<file path="src/rtl/xbar_slave_rr_arbiter_if.sv">
// +----------------------------------------------------------------------------+
// | Module      : xbar_slave_rr_arbiter_if                                     |
// | Description : Master-side and slave-side bus bundle for one crossbar port. |
// | Revision    : 1.0 - initial release                                        |
// +----------------------------------------------------------------------------+
`timescale 1ns/1ps
`default_nettype none

interface xbar_slave_rr_arbiter_if #(
  parameter int NUM_INPUT  = 3,
  parameter int ADDR_WIDTH = 32,
  parameter int DATA_WIDTH = 32
);
  logic [NUM_INPUT-1:0]              m_req_i;
  logic [NUM_INPUT*ADDR_WIDTH-1:0]   m_add_i;
  logic [NUM_INPUT-1:0]              m_wen_i;
  logic [NUM_INPUT*DATA_WIDTH-1:0]   m_wdata_i;
  logic [NUM_INPUT*DATA_WIDTH/8-1:0] m_be_i;
  logic [NUM_INPUT-1:0]              m_gnt_o;
  logic [NUM_INPUT-1:0]              m_r_valid_o;
  logic [DATA_WIDTH-1:0]             m_r_rdata_o;

  logic                              s_req_o;
  logic [ADDR_WIDTH-1:0]             s_add_o;
  logic                              s_wen_o;
  logic [DATA_WIDTH-1:0]             s_wdata_o;
  logic [DATA_WIDTH/8-1:0]           s_be_o;
  logic                              s_gnt_i;
  logic                              s_r_valid_i;
  logic [DATA_WIDTH-1:0]             s_r_rdata_i;

  // Arbiter's view of the bundle
  modport slave (
    input  m_req_i, m_add_i, m_wen_i, m_wdata_i, m_be_i,
    input  s_gnt_i, s_r_valid_i, s_r_rdata_i,
    output m_gnt_o, m_r_valid_o, m_r_rdata_o,
    output s_req_o, s_add_o, s_wen_o, s_wdata_o, s_be_o
  );

  // Surrounding masters and slave memory
  modport master (
    output m_req_i, m_add_i, m_wen_i, m_wdata_i, m_be_i,
    output s_gnt_i, s_r_valid_i, s_r_rdata_i,
    input  m_gnt_o, m_r_valid_o, m_r_rdata_o,
    input  s_req_o, s_add_o, s_wen_o, s_wdata_o, s_be_o
  );
endinterface

`default_nettype wire

</file>
<file path="src/rtl/xbar_slave_rr_arbiter.sv">
// +----------------------------------------------------------------------------+
// | Module      : xbar_slave_rr_arbiter                                        |
// | Description : Round-robin arbiter/sequencer for one crossbar slave port,   |
// |               one outstanding transaction. Optional contention counter    |
// |               enabled by XBAR_ARB_CONTENTION_CNT_EN.                       |
// | Revision    : 1.0 - initial release                                        |
// +----------------------------------------------------------------------------+
`timescale 1ns/1ps
`default_nettype none

module xbar_slave_rr_arbiter #(
  parameter int                    NUM_INPUT   = 3,
  parameter int                    SEL_WIDTH   = (NUM_INPUT > 1) ? $clog2(NUM_INPUT) : 1,
  parameter int                    ADDR_WIDTH  = 32,
  parameter int                    DATA_WIDTH  = 32,
  parameter int                    LSB_ADDR    = 15,
  parameter int                    MSB_ADDR    = 17,
  parameter int                    SLAVE_NUM   = 1,
  parameter logic [ADDR_WIDTH-1:0] ADDR_OFFSET = 32'h0006_0000
) (
  input  logic                 clk,
  input  logic                 rst_n,
  xbar_slave_rr_arbiter_if.slave bus,
  output logic [SEL_WIDTH-1:0] sel_o,
  output logic                 busy_o
`ifdef XBAR_ARB_CONTENTION_CNT_EN
  ,
  output logic [31:0]          contention_cnt_o
`endif
);

  localparam int            FW      = MSB_ADDR - LSB_ADDR + 1;
  localparam int            BW      = DATA_WIDTH / 8;
  localparam logic [FW-1:0] C_BASE  = ADDR_OFFSET[MSB_ADDR:LSB_ADDR];
  localparam logic [FW-1:0] C_SLAVE = FW'(SLAVE_NUM);

  typedef enum logic [1:0] {
    IDLE  = 2'd0,
    ISSUE = 2'd1,
    RESP  = 2'd2
  } state_e;

  state_e               state_q, state_d;
  logic [SEL_WIDTH-1:0] sel_q, sel_d;
  logic [SEL_WIDTH-1:0] ptr_q, ptr_d;

  logic [NUM_INPUT-1:0] w_hit;
  logic [SEL_WIDTH-1:0] w_win;
  logic [SEL_WIDTH-1:0] w_cand;
  logic [SEL_WIDTH-1:0] w_ptr_inc;
  logic                 w_any;
  int                   v_idx;

  logic [NUM_INPUT-1:0]  w_gnt;
  logic [NUM_INPUT-1:0]  w_r_valid;
  logic                  w_s_req;
  logic [ADDR_WIDTH-1:0] w_s_add;
  logic                  w_s_wen;
  logic [DATA_WIDTH-1:0] w_s_wdata;
  logic [BW-1:0]         w_s_be;

  // Field offset is taken modulo 2^FW, so windows wrap around the field range
  for (genvar k = 0; k < NUM_INPUT; k++) begin : g_decode
    logic [FW-1:0] w_field_off;
    assign w_field_off = bus.m_add_i[k*ADDR_WIDTH+LSB_ADDR +: FW] - C_BASE;
    assign w_hit[k]    = bus.m_req_i[k] && (w_field_off == C_SLAVE);
  end

  // Scan downward from the farthest candidate so the nearest hit at/after ptr wins
  always_comb begin
    w_win  = '0;
    w_any  = 1'b0;
    w_cand = '0;
    v_idx  = 0;
    for (int i = NUM_INPUT - 1; i >= 0; i--) begin
      v_idx = int'(ptr_q) + i;
      if (v_idx >= NUM_INPUT) v_idx = v_idx - NUM_INPUT;
      w_cand = v_idx[SEL_WIDTH-1:0];
      if (w_hit[w_cand]) begin
        w_win = w_cand;
        w_any = 1'b1;
      end
    end
  end

  assign w_ptr_inc = (sel_q == SEL_WIDTH'(NUM_INPUT - 1)) ? '0 : sel_q + 1'b1;

  always_comb begin
    state_d   = state_q;
    sel_d     = sel_q;
    ptr_d     = ptr_q;
    w_gnt     = '0;
    w_r_valid = '0;
    w_s_req   = 1'b0;
    w_s_add   = '0;
    w_s_wen   = 1'b0;
    w_s_wdata = '0;
    w_s_be    = '0;
    case (state_q)
      IDLE: begin
        if (w_any) begin
          sel_d   = w_win;
          state_d = ISSUE;
        end
      end
      ISSUE: begin
        if (!bus.m_req_i[sel_q]) begin
          state_d = IDLE;
        end else begin
          w_s_req      = 1'b1;
          w_s_add      = bus.m_add_i[int'(sel_q)*ADDR_WIDTH +: ADDR_WIDTH];
          w_s_wen      = bus.m_wen_i[sel_q];
          w_s_wdata    = bus.m_wdata_i[int'(sel_q)*DATA_WIDTH +: DATA_WIDTH];
          w_s_be       = bus.m_be_i[int'(sel_q)*BW +: BW];
          w_gnt[sel_q] = bus.s_gnt_i;
          if (bus.s_gnt_i) begin
            state_d = RESP;
            ptr_d   = w_ptr_inc;
          end
        end
      end
      RESP: begin
        w_r_valid[sel_q] = bus.s_r_valid_i;
        if (bus.s_r_valid_i) state_d = IDLE;
      end
      default: state_d = IDLE;
    endcase
  end

  always_ff @(posedge clk) begin
    if (!rst_n) begin
      state_q <= IDLE;
      sel_q   <= '0;
      ptr_q   <= '0;
    end else begin
      state_q <= state_d;
      sel_q   <= sel_d;
      ptr_q   <= ptr_d;
    end
  end

  assign bus.m_gnt_o     = w_gnt;
  assign bus.m_r_valid_o = w_r_valid;
  assign bus.m_r_rdata_o = bus.s_r_rdata_i;
  assign bus.s_req_o     = w_s_req;
  assign bus.s_add_o     = w_s_add;
  assign bus.s_wen_o     = w_s_wen;
  assign bus.s_wdata_o   = w_s_wdata;
  assign bus.s_be_o      = w_s_be;
  assign sel_o           = sel_q;
  assign busy_o          = (state_q != IDLE);

`ifdef XBAR_ARB_CONTENTION_CNT_EN
  logic [31:0] cnt_q, cnt_d;
  logic        w_multi_hit;

  assign w_multi_hit = ($countones(w_hit) > 1);

  always_comb begin
    cnt_d = cnt_q;
    if ((state_q == IDLE) && w_multi_hit && (cnt_q != 32'hFFFF_FFFF)) cnt_d = cnt_q + 32'd1;
  end

  always_ff @(posedge clk) begin
    if (!rst_n) cnt_q <= '0;
    else        cnt_q <= cnt_d;
  end

  assign contention_cnt_o = cnt_q;
`else
  // Contention statistics are not built in this configuration
`endif

endmodule

`default_nettype wire
</file>
<file path="src/flat_wrapper.sv">
// flat-port wrapper written by rule: the top's interface ports become plain ports
module xbar_slave_rr_arbiter_flat 
#(
  parameter int                    NUM_INPUT   = 3,
  parameter int                    SEL_WIDTH   = (NUM_INPUT > 1) ? $clog2(NUM_INPUT) : 1,
  parameter int                    ADDR_WIDTH  = 32,
  parameter int                    DATA_WIDTH  = 32,
  parameter int                    LSB_ADDR    = 15,
  parameter int                    MSB_ADDR    = 17,
  parameter int                    SLAVE_NUM   = 1,
  parameter logic [ADDR_WIDTH-1:0] ADDR_OFFSET = 32'h0006_0000
)
  (clk, rst_n, sel_o, busy_o, bus_m_req_i, bus_m_add_i, bus_m_wen_i, bus_m_wdata_i, bus_m_be_i, bus_s_gnt_i, bus_s_r_valid_i, bus_s_r_rdata_i, bus_m_gnt_o, bus_m_r_valid_o, bus_m_r_rdata_o, bus_s_req_o, bus_s_add_o, bus_s_wen_o, bus_s_wdata_o, bus_s_be_o);
  xbar_slave_rr_arbiter_if #(.NUM_INPUT(NUM_INPUT), .ADDR_WIDTH(ADDR_WIDTH), .DATA_WIDTH(DATA_WIDTH)) bus_i ();
  input  logic clk;
  input  logic rst_n;
  output logic [SEL_WIDTH-1:0] sel_o;
  output logic busy_o;
  input wire logic [$bits(bus_i.m_req_i)-1:0] bus_m_req_i;
  input wire logic [$bits(bus_i.m_add_i)-1:0] bus_m_add_i;
  input wire logic [$bits(bus_i.m_wen_i)-1:0] bus_m_wen_i;
  input wire logic [$bits(bus_i.m_wdata_i)-1:0] bus_m_wdata_i;
  input wire logic [$bits(bus_i.m_be_i)-1:0] bus_m_be_i;
  input wire logic [$bits(bus_i.s_gnt_i)-1:0] bus_s_gnt_i;
  input wire logic [$bits(bus_i.s_r_valid_i)-1:0] bus_s_r_valid_i;
  input wire logic [$bits(bus_i.s_r_rdata_i)-1:0] bus_s_r_rdata_i;
  output wire logic [$bits(bus_i.m_gnt_o)-1:0] bus_m_gnt_o;
  output wire logic [$bits(bus_i.m_r_valid_o)-1:0] bus_m_r_valid_o;
  output wire logic [$bits(bus_i.m_r_rdata_o)-1:0] bus_m_r_rdata_o;
  output wire logic [$bits(bus_i.s_req_o)-1:0] bus_s_req_o;
  output wire logic [$bits(bus_i.s_add_o)-1:0] bus_s_add_o;
  output wire logic [$bits(bus_i.s_wen_o)-1:0] bus_s_wen_o;
  output wire logic [$bits(bus_i.s_wdata_o)-1:0] bus_s_wdata_o;
  output wire logic [$bits(bus_i.s_be_o)-1:0] bus_s_be_o;
  assign bus_i.m_req_i = bus_m_req_i;
  assign bus_i.m_add_i = bus_m_add_i;
  assign bus_i.m_wen_i = bus_m_wen_i;
  assign bus_i.m_wdata_i = bus_m_wdata_i;
  assign bus_i.m_be_i = bus_m_be_i;
  assign bus_i.s_gnt_i = bus_s_gnt_i;
  assign bus_i.s_r_valid_i = bus_s_r_valid_i;
  assign bus_i.s_r_rdata_i = bus_s_r_rdata_i;
  assign bus_m_gnt_o = bus_i.m_gnt_o;
  assign bus_m_r_valid_o = bus_i.m_r_valid_o;
  assign bus_m_r_rdata_o = bus_i.m_r_rdata_o;
  assign bus_s_req_o = bus_i.s_req_o;
  assign bus_s_add_o = bus_i.s_add_o;
  assign bus_s_wen_o = bus_i.s_wen_o;
  assign bus_s_wdata_o = bus_i.s_wdata_o;
  assign bus_s_be_o = bus_i.s_be_o;
  xbar_slave_rr_arbiter #(.NUM_INPUT(NUM_INPUT), .SEL_WIDTH(SEL_WIDTH), .ADDR_WIDTH(ADDR_WIDTH), .DATA_WIDTH(DATA_WIDTH), .LSB_ADDR(LSB_ADDR), .MSB_ADDR(MSB_ADDR), .SLAVE_NUM(SLAVE_NUM), .ADDR_OFFSET(ADDR_OFFSET)) u_core (.clk(clk), .rst_n(rst_n), .bus(bus_i), .sel_o(sel_o), .busy_o(busy_o));
endmodule
</file>
<file path="config.mk">
export PLATFORM = sky130hd
export DESIGN_NAME = xbar_slave_rr_arbiter_flat
export DESIGN_NICKNAME = d
export VERILOG_FILES = /design/src/rtl/xbar_slave_rr_arbiter_if.sv /design/src/rtl/xbar_slave_rr_arbiter.sv /design/src/flat_wrapper.sv
export SDC_FILE = /design/constraint.sdc
export NUM_CORES = 1
export LEC_CHECK = 0
export ABC_AREA = 1
export ABC_CLOCK_PERIOD_IN_PS = 1900
export BUFFER_PORTS_ARGS = -buffer_cell sky130_fd_sc_hd__buf_2
export CAP_MARGIN = 20
export CELL_PAD_IN_SITES_DETAIL_PLACEMENT = 1
export CELL_PAD_IN_SITES_GLOBAL_PLACEMENT = 2
export CORE_MARGIN = 10
export CORE_UTILIZATION = 10
export DETAILED_ROUTE_END_ITERATION = 12
export PLACE_DENSITY_LB_ADDON = 0.1
export SETUP_SLACK_MARGIN = 0.15
export SYNTH_ARGS = -nofsm -noshare
export SYNTH_HDL_FRONTEND = slang
export SYNTH_SLANG_ARGS = --single-unit
</file>
<file path="constraint.sdc">
create_clock -name clk -period 1.9 [get_ports clk]
set_input_delay 0.57 -clock clk [delete_from_list [all_inputs] [get_ports clk]]
set_output_delay 0.57 -clock clk [all_outputs]
set_load 0.1 [all_outputs]
</file>
==> results of run 1 <==
## synth_stat cells, drive strengths merged
| cell | instances |
|---|---|
| ha | 3 |
| a22oi | 1 |
| nand3 | 12 |
| nand4 | 1 |
| o21ai | 1 |
| clkbuf | 20 |
| a31oi | 67 |
| a21oi | 8 |
| nor3 | 1 |
| inv | 27 |
| nand2 | 235 |
| buf | 40 |
| dfxtp | 6 |
| a221oi | 1 |
| nor2 | 20 |
## layer usage
| layer | up-vias | GRT usage |
|---|---|---|
| li1 | 2011 | - |
| met1 | 1889 | 0.1391 |
| met2 | 202 | 0.2591 |
| met3 | 22 | 0.04989 |
| met4 | 2 | 0.02520 |
| met5 | - | 0 |
## worst max-delay path: stages (launching register included)
cell     delay [ns]
dfxtp_4        0.35
inv_6          0.08
nand2_4        0.06
inv_6          0.07
nand2_4        0.05
nand3_4        0.10
nand2_8        0.09
buf_12         0.15
buf_12         0.15
a31oi_4        0.19
buf_12         0.20
## repair_timing
action / 4_1_cts / 5_1_grt
setup endpoints to repair: 77 / 80
hold endpoints to repair: 0 / 0
resized for setup: 46 / 13
setup buffers: 5 / 7
gates cloned: 4 / 2
pin swaps: 13 / 10
## report_power, final
group	switching, W	internal, W	total [W]
logic	0.00102	0.000677	0.00170
clock network	0.0000733	0.000279	0.000352
registers	0.00000830	0.000133	0.000141
## state kept, by name, indices dropped and copies added (netlist names)
register and count:
u_core.ptr_q 2, u_core.state_q 2, u_core.sel_o 2
## logic make-up (layout without fill, tap and decap cells)
group / after synthesis / after routing
adder cells (fa/ha/maj): 3 / 3
AND/OR/NAND/NOR: 269 / 269
other: 0 / 5
buffers and inverters: 87 / 380
AO/OA/AOI/OAI: 78 / 78
flip-flops: 6 / 6
## layout make-up
| class | count | area, um^2 | share of cell area |
|---|---|---|---|
| timing repair buffer | 349 | 3457 | 0.5005 |
| multi-input combinational | 350 | 2755 | 0.3989 |
| tap | 275 | 344.1 | 0.04982 |
| sequential | 6 | 130.1 | 0.01884 |
| inverter | 27 | 128.9 | 0.01866 |
| clock buffer | 4 | 78.83 | 0.01141 |
| antenna | 5 | 12.51 | 0.001812 |
## final timing paths
path	startpoint	slack (ns)	endpoint
max	u_core.sel_o[1]	-0.42	bus_s_wdata_o[16]
min	u_core.ptr_q[1]	0.53	u_core.ptr_q[1]
max reg2reg	u_core.sel_o[1]	0.24	u_core.ptr_q[1]
min reg2reg	u_core.ptr_q[1]	0.53	u_core.ptr_q[1]
## stage by stage
stage	setup TNS, ns	instance area (um^2)
after global placement	-21.17	6359
after CTS	-29.21	6743
after detailed placement	-20.87	6359
final	-27.69	6907
after global routing	-33.22	6904
after floorplan	-34.82	3284
==> metrics.md, run 1 <==
| Metric | Value |
|---|---|
| Vias in the first global route | `4,612` |
| Number of synthesized register bits | `6` |
| Die area | `27,800 um^2` |
| Fmax | `0.4309 GHz` |
| Routed via count | `4,126` |
| Power per cell area | `317.0 nW/um^2` |
| Nets | `986` |
| Top Layer Used | `met5` |
| 1st-iter DRT viols | `79` |
| CTS clock-pin slew for the worst setup and hold paths | `0.04 ns` |
| Area Overhead vs Synth | `220.7%` |
| Worst Path Required | `1.33 ns` |
| Fin cells | `1,016` |
| Placer congestion estimate | `0.7819` |
| Worst hold slack | `0.5308 ns` |
| Worst Setup Start Kind | `flop` |
| Synth top area share | `0.4079` |
| DRC viols | `0` |
| Die width | `166.7 um` |
| Hold path depth | `2` |
| Antenna violations before repair | `6` |
| Gr usage total | `0.1360` |
| Main combinational cell family by area after synthesis | `simple AND/OR/NAND/NOR gates` |
| Fill count | `2,497` |
| XOR/XNOR Fraction of Synth Area | `0` |
| Final Cycle Share | `1.222` |
| Worst setup EP type | `output pin` |
| Commonest non-fill, non-tap cell in the layout | `buf_2` |
| Post-synthesis instance area | `2153 um^2` |
| Buffers on Ports | `292` |
| Area leader, netlist | `nand2_1` |
| CTS sink count | `6` |
| Final HPWL DP | `17,030 um` |
| Pwr Total | `0.002190 W` |
| Syn_area_per_cell | `4.861 um^2` |
| Sequential area share after synthesis | `0.05578` |
| Metal2 WL | `10,540 um` |
| Max Cap Violations | `0` |
| Syn_nets | `692` |
| Max-slew headroom | `0.6758` |
| GRT overflow | `0` |
| CP Class | `flop to output pin` |
| Maximum VDD drop | `0.3324 mV` |
| Synth warnings | `0` |
| Worst EP arrival | `1.75 ns` |
| Initial core utilization | `0.1021` |
| Cell count after synthesis | `443` |
| Num CTS Buffers | `3` |
| Yosys cell types | `21` |
| P_leak | `2.745 nW` |
| Failing checks | `setup timing` |
| Wire per inst | `20.06 um` |
| Clock buffer depth | `2` |
| Synth top area cells | `nand2_1 (41%), a31oi_1 (19%), buf_4 (11%), dfxtp_1 (5.6%), inv_1 (3.8%)` |
| Mux cell area share after synthesis | `0` |
| Final ANT Viol Nets | `0` |
| Clock Skews | `0.003550 ns` |
| Via density | `4.061` |
| Hold Path Class | `flop to flop` |
| Final Max Tran Viols | `0` |
| Io pins | `357` |
| Number of placement rows | `53` |
| Die height | `166.7 um` |
| Hold buffer count at cts | `0` |
| Most frequent cells in the layout | `buf_2 (215), nand2_1 (213), buf_12 (96)` |
| Worst skew pair latency | `0.23 ns` |
| Hold Vio Cnt, Final | `0` |
| Slew @ Worst Pin | `0.4897 ns` |
| Fin crit period | `2.321 ns` |
| Share of layout cells above drive strength 1 | `0.6372` |
| First-pass GRT wire length | `29,920 um` |
| Largest net degree at the start of global routing | `31` |
| Met3 WL | `1818 um` |
| Met1 wire length | `7725 um` |
| Status | `complete, but fails checks` |
| DP Cell Count | `989` |
| Core Area | `21,090 um^2` |
| RSZ-0062 raised after global routing | `yes` |
| Reg2Reg Depth | `12` |
| Drt pass-1 iters | `4` |
| CP Max Fanout | `9` |
| CTS tree | `built` |
| Adder-cell share of the synthesized area | `0.01743` |
| Simple-Gate Fraction of Synth Area | `0.4858` |
| Root Driver | `clkbuf_16` |
| Post-synthesis compound-gate area fraction | `0.2231` |
| Detailed Route WL | `20,380 um` |
| DP Worst Slack | `-0.3269 ns` |
| Post-layout util | `0.3275` |
| CTS H-tree lvls | `1` |
| Final WS setup | `-0.4209 ns` |
| # setup viols final | `74` |
No activity file was read; power rests on OpenSTA's default activity.
==> inputs of run 2 (changes only) <==
==> constraint.sdc (replaced) <==
create_clock -name clk -period 1.9 [get_ports clk]
set_input_delay 0.19 -clock clk [delete_from_list [all_inputs] [get_ports clk]]
set_output_delay 0.19 -clock clk [all_outputs]
set_load 0.1 [all_outputs]
==> run 2 against run 1 <==
Effect of this change:
- the run still ends with setup timing left
- utilization about the same
- wire length grew 7.7%
- cell count down 0.59%
- combinational power hardly changed
- register-to-register slack gained 0.03 ns
- clock power grew 3%
- first-iteration DRC count rose by 100%
- flip-flop and latch count is the same
- die area unchanged
- setup slack gained 0.37 ns
- clock skew grew 0.0010 ns
- global-route usage increased by 0.82 points
- critical endpoint is now bus_s_wdata_o[5]
- largest power group unchanged
- highest routed layer unchanged
==> metrics.md, run 2 (same netlist as run 1, synthesis figures left out) <==
| Metric | Value |
|---|---|
| 1st-iter DRT viols | `160 (was 79)` |
| Core Area | `21,090 um^2 (unchanged)` |
| DP Worst Slack | `0.06763 ns (was -0.3269 ns)` |
| Clock Skews | `0.004583 ns (was 0.003550 ns)` |
| Origin of the worst setup path | `u_core.sel_o[0] (was u_core.sel_o[1])` |
| Failing checks | `setup timing (unchanged)` |
| CTS H-tree lvls | `1 (unchanged)` |
| Die width | `166.7 um (unchanged)` |
| R2R Setup Slk | `0.27 ns (was 0.24 ns)` |
| Hold Path Class | `primary input to flop (was flop to flop)` |
| Antenna violations before repair | `3 (was 6)` |
| Worst Setup Start Kind | `flop (unchanged)` |
| Status | `complete, but fails checks (unchanged)` |
| CTS tree | `built (unchanged)` |
| DRC viols | `0 (unchanged)` |
| Final Cycle Share | `1.027 (was 1.222)` |
| Nets | `982 (was 986)` |
| Clock buffer depth | `2 (unchanged)` |
| P_leak | `2.741 nW (was 2.745 nW)` |
| Reg2Reg Depth | `13 (was 12)` |
| Via density | `4.156 (was 4.061)` |
| Final Max Tran Viols | `0 (unchanged)` |
| RSZ-0062 raised after global routing | `yes (unchanged)` |
| CTS sink count | `6 (unchanged)` |
| Cell Chain, Critical Path | `inv_4 -> nand2_4 -> inv_6 -> nand2_4 -> nand3_4 -> nand2_8 -> buf_12 -> buf_16 -> a31oi_4 -> buf_12 (was inv_6 -> nand2_4 -> inv_6 -> nand2_4 -> nand3_4 -> nand2_8 -> buf_12 -> buf_12 -> a31oi_4 -> buf_12)` |
| Maximum VDD drop | `0.2439 mV (was 0.3324 mV)` |
| Worst setup EP type | `output pin (unchanged)` |
| Slew @ Worst Pin | `0.4933 ns (was 0.4897 ns)` |
| Drt pass-1 iters | `4 (unchanged)` |
| Gr usage total | `0.1443 (was 0.1360)` |
| Root Driver | `clkbuf_16 (unchanged)` |
| RR Startpoint | `u_core.sel_o[0] (was u_core.sel_o[1])` |
| Routed via count | `4,198 (was 4,126)` |
| Setup crit end | `bus_s_wdata_o[5] (was bus_s_wdata_o[16])` |
| Die height | `166.7 um (unchanged)` |
| Power per cell area | `318.5 nW/um^2 (was 317.0 nW/um^2)` |
| Largest net degree at the start of global routing | `46 (was 31)` |
| Num CTS Buffers | `3 (unchanged)` |
| DP Cell Count | `967 (was 989)` |
| Share of layout cells above drive strength 1 | `0.6284 (was 0.6372)` |
| Max-slew headroom | `0.6734 (was 0.6758)` |
| Slowest-stage cell, CP | `dfxtp_4 (unchanged)` |
| Worst skew pair latency | `0.24 ns (was 0.23 ns)` |
| Worst path max stage delay | `0.36 ns (was 0.35 ns)` |
| Max Cap Violations | `0 (unchanged)` |
| Fin crit period | `1.951 ns (was 2.321 ns)` |
| Final WS setup | `-0.05117 ns (was -0.4209 ns)` |
| Detailed Route WL | `21,950 um (was 20,380 um)` |
| Worst EP arrival | `1.76 ns (was 1.75 ns)` |
| Fmax | `0.5125 GHz (was 0.4309 GHz)` |
| Pwr Total | `0.002198 W (was 0.002190 W)` |
| Commonest non-fill, non-tap cell in the layout | `buf_2 (unchanged)` |
| First-pass GRT wire length | `31,260 um (was 29,920 um)` |
| # setup viols final | `39 (was 74)` |
| Number of placement rows | `53 (unchanged)` |
| CTS clock-pin slew for the worst setup and hold paths | `0.04 ns (about the same)` |
| Wire per inst | `21.73 um (was 20.06 um)` |
| Placer congestion estimate | `0.8217 (was 0.7819)` |
| Die area | `27,800 um^2 (unchanged)` |
| Buffers on Ports | `292 (unchanged)` |
| Hold Vio Cnt, Final | `0 (unchanged)` |
| Final HPWL DP | `16,730 um (was 17,030 um)` |
| Worst r2r dst | `u_core.state_q[0] (was u_core.ptr_q[1])` |
| CP Class | `flop to output pin (unchanged)` |
| Io pins | `357 (unchanged)` |
| Hold path depth | `3 (was 2)` |
| Worst Path Required | `1.71 ns (was 1.33 ns)` |
| Final ANT Viol Nets | `0 (unchanged)` |
| Fin cells | `1,010 (was 1,016)` |
| Most frequent cells in the layout | `buf_2 (216), nand2_1 (215), buf_12 (83) (was buf_2 (215), nand2_1 (213), buf_12 (96))` |
| GRT overflow | `0 (unchanged)` |
| Fill count | `2,502 (was 2,497)` |
| Area Overhead vs Synth | `220.5% (was 220.7%)` |
| Vias in the first global route | `4,764 (was 4,612)` |
| CP Max Fanout | `8 (was 9)` |
| Initial core utilization | `0.1021 (unchanged)` |
[run 2: worst min path at each step]
stage,startpoint,to,slack (ns)
2_1_floorplan,rst_n,u_core.sel_o[0],0.30
3_3_place_gp,bus_s_r_rdata_i[11],bus_m_r_rdata_o[11],0.38
3_5_place_dp,bus_s_r_rdata_i[11],bus_m_r_rdata_o[11],0.38
4_1_cts,rst_n,u_core.sel_o[0],0.20
5_1_grt,rst_n,u_core.sel_o[1],0.21
6_report,rst_n,u_core.sel_o[1],0.20
[run 2: metal layers]
metal  wire [um]  vias to the layer above  share of wire  track usage
li1            -                     2007              -            -
met1        8542                     1964           0.39       0.1534
met2       11510                      194           0.52       0.2721
met3        1617                       31          0.074      0.04378
met4         266                        2          0.012      0.03093
met5          18                        -        0.00082            0
[run 2: area by class of cell]
type / instances / area, um^2 / area share
well taps: 275 / 344.1 / 0.04985
diodes: 3 / 7.507 / 0.001088
flip-flops and latches: 6 / 130.1 / 0.01885
repair buffers: 345 / 3473 / 0.5033
multi-input cells: 350 / 2736 / 0.3965
clock buffers: 4 / 78.83 / 0.01142
inverters: 27 / 131.4 / 0.01904
[run 2: power breakdown]
| part | leakage [nW] | internal (W) | switching [W] |
|---|---|---|---|
| logic | 2.65 | 0.000660 | 0.00104 |
| registers | 0.0512 | 0.000132 | 0.00000844 |
| clock network | 0.0382 | 0.000279 | 0.0000823 |
[run 2: stage by stage]
stage	util	instance area [um^2]	TNS, ns	hold WS [ns]
after floorplan	-	3262	-8.309	0.3008
after detailed placement	0.2850	6011	0	0.3807
after global routing	0.3272	6899	-4.407	0.2100
after global placement	0.2850	6011	0	0.3807
after CTS	0.3155	6654	-1.049	0.1986
final	0.3273	6902	-0.7092	0.1983
[run 2: what timing repair did]
action	CTS	global route
endpoints found under the setup margin	75	79
gates resized for setup	49	24
pin swaps	14	17
gates cloned	8	5
setup buffers	19	4
hold buffers	0	0
[run 2: worst max-delay path, delay by kind of cell, from the launching register on]
kind	cells	cell delay, ns
buffers and inverters	5	0.66
flip-flops	1	0.36
AND/OR/NAND/NOR	4	0.29
AO/OA/AOI/OAI	1	0.18
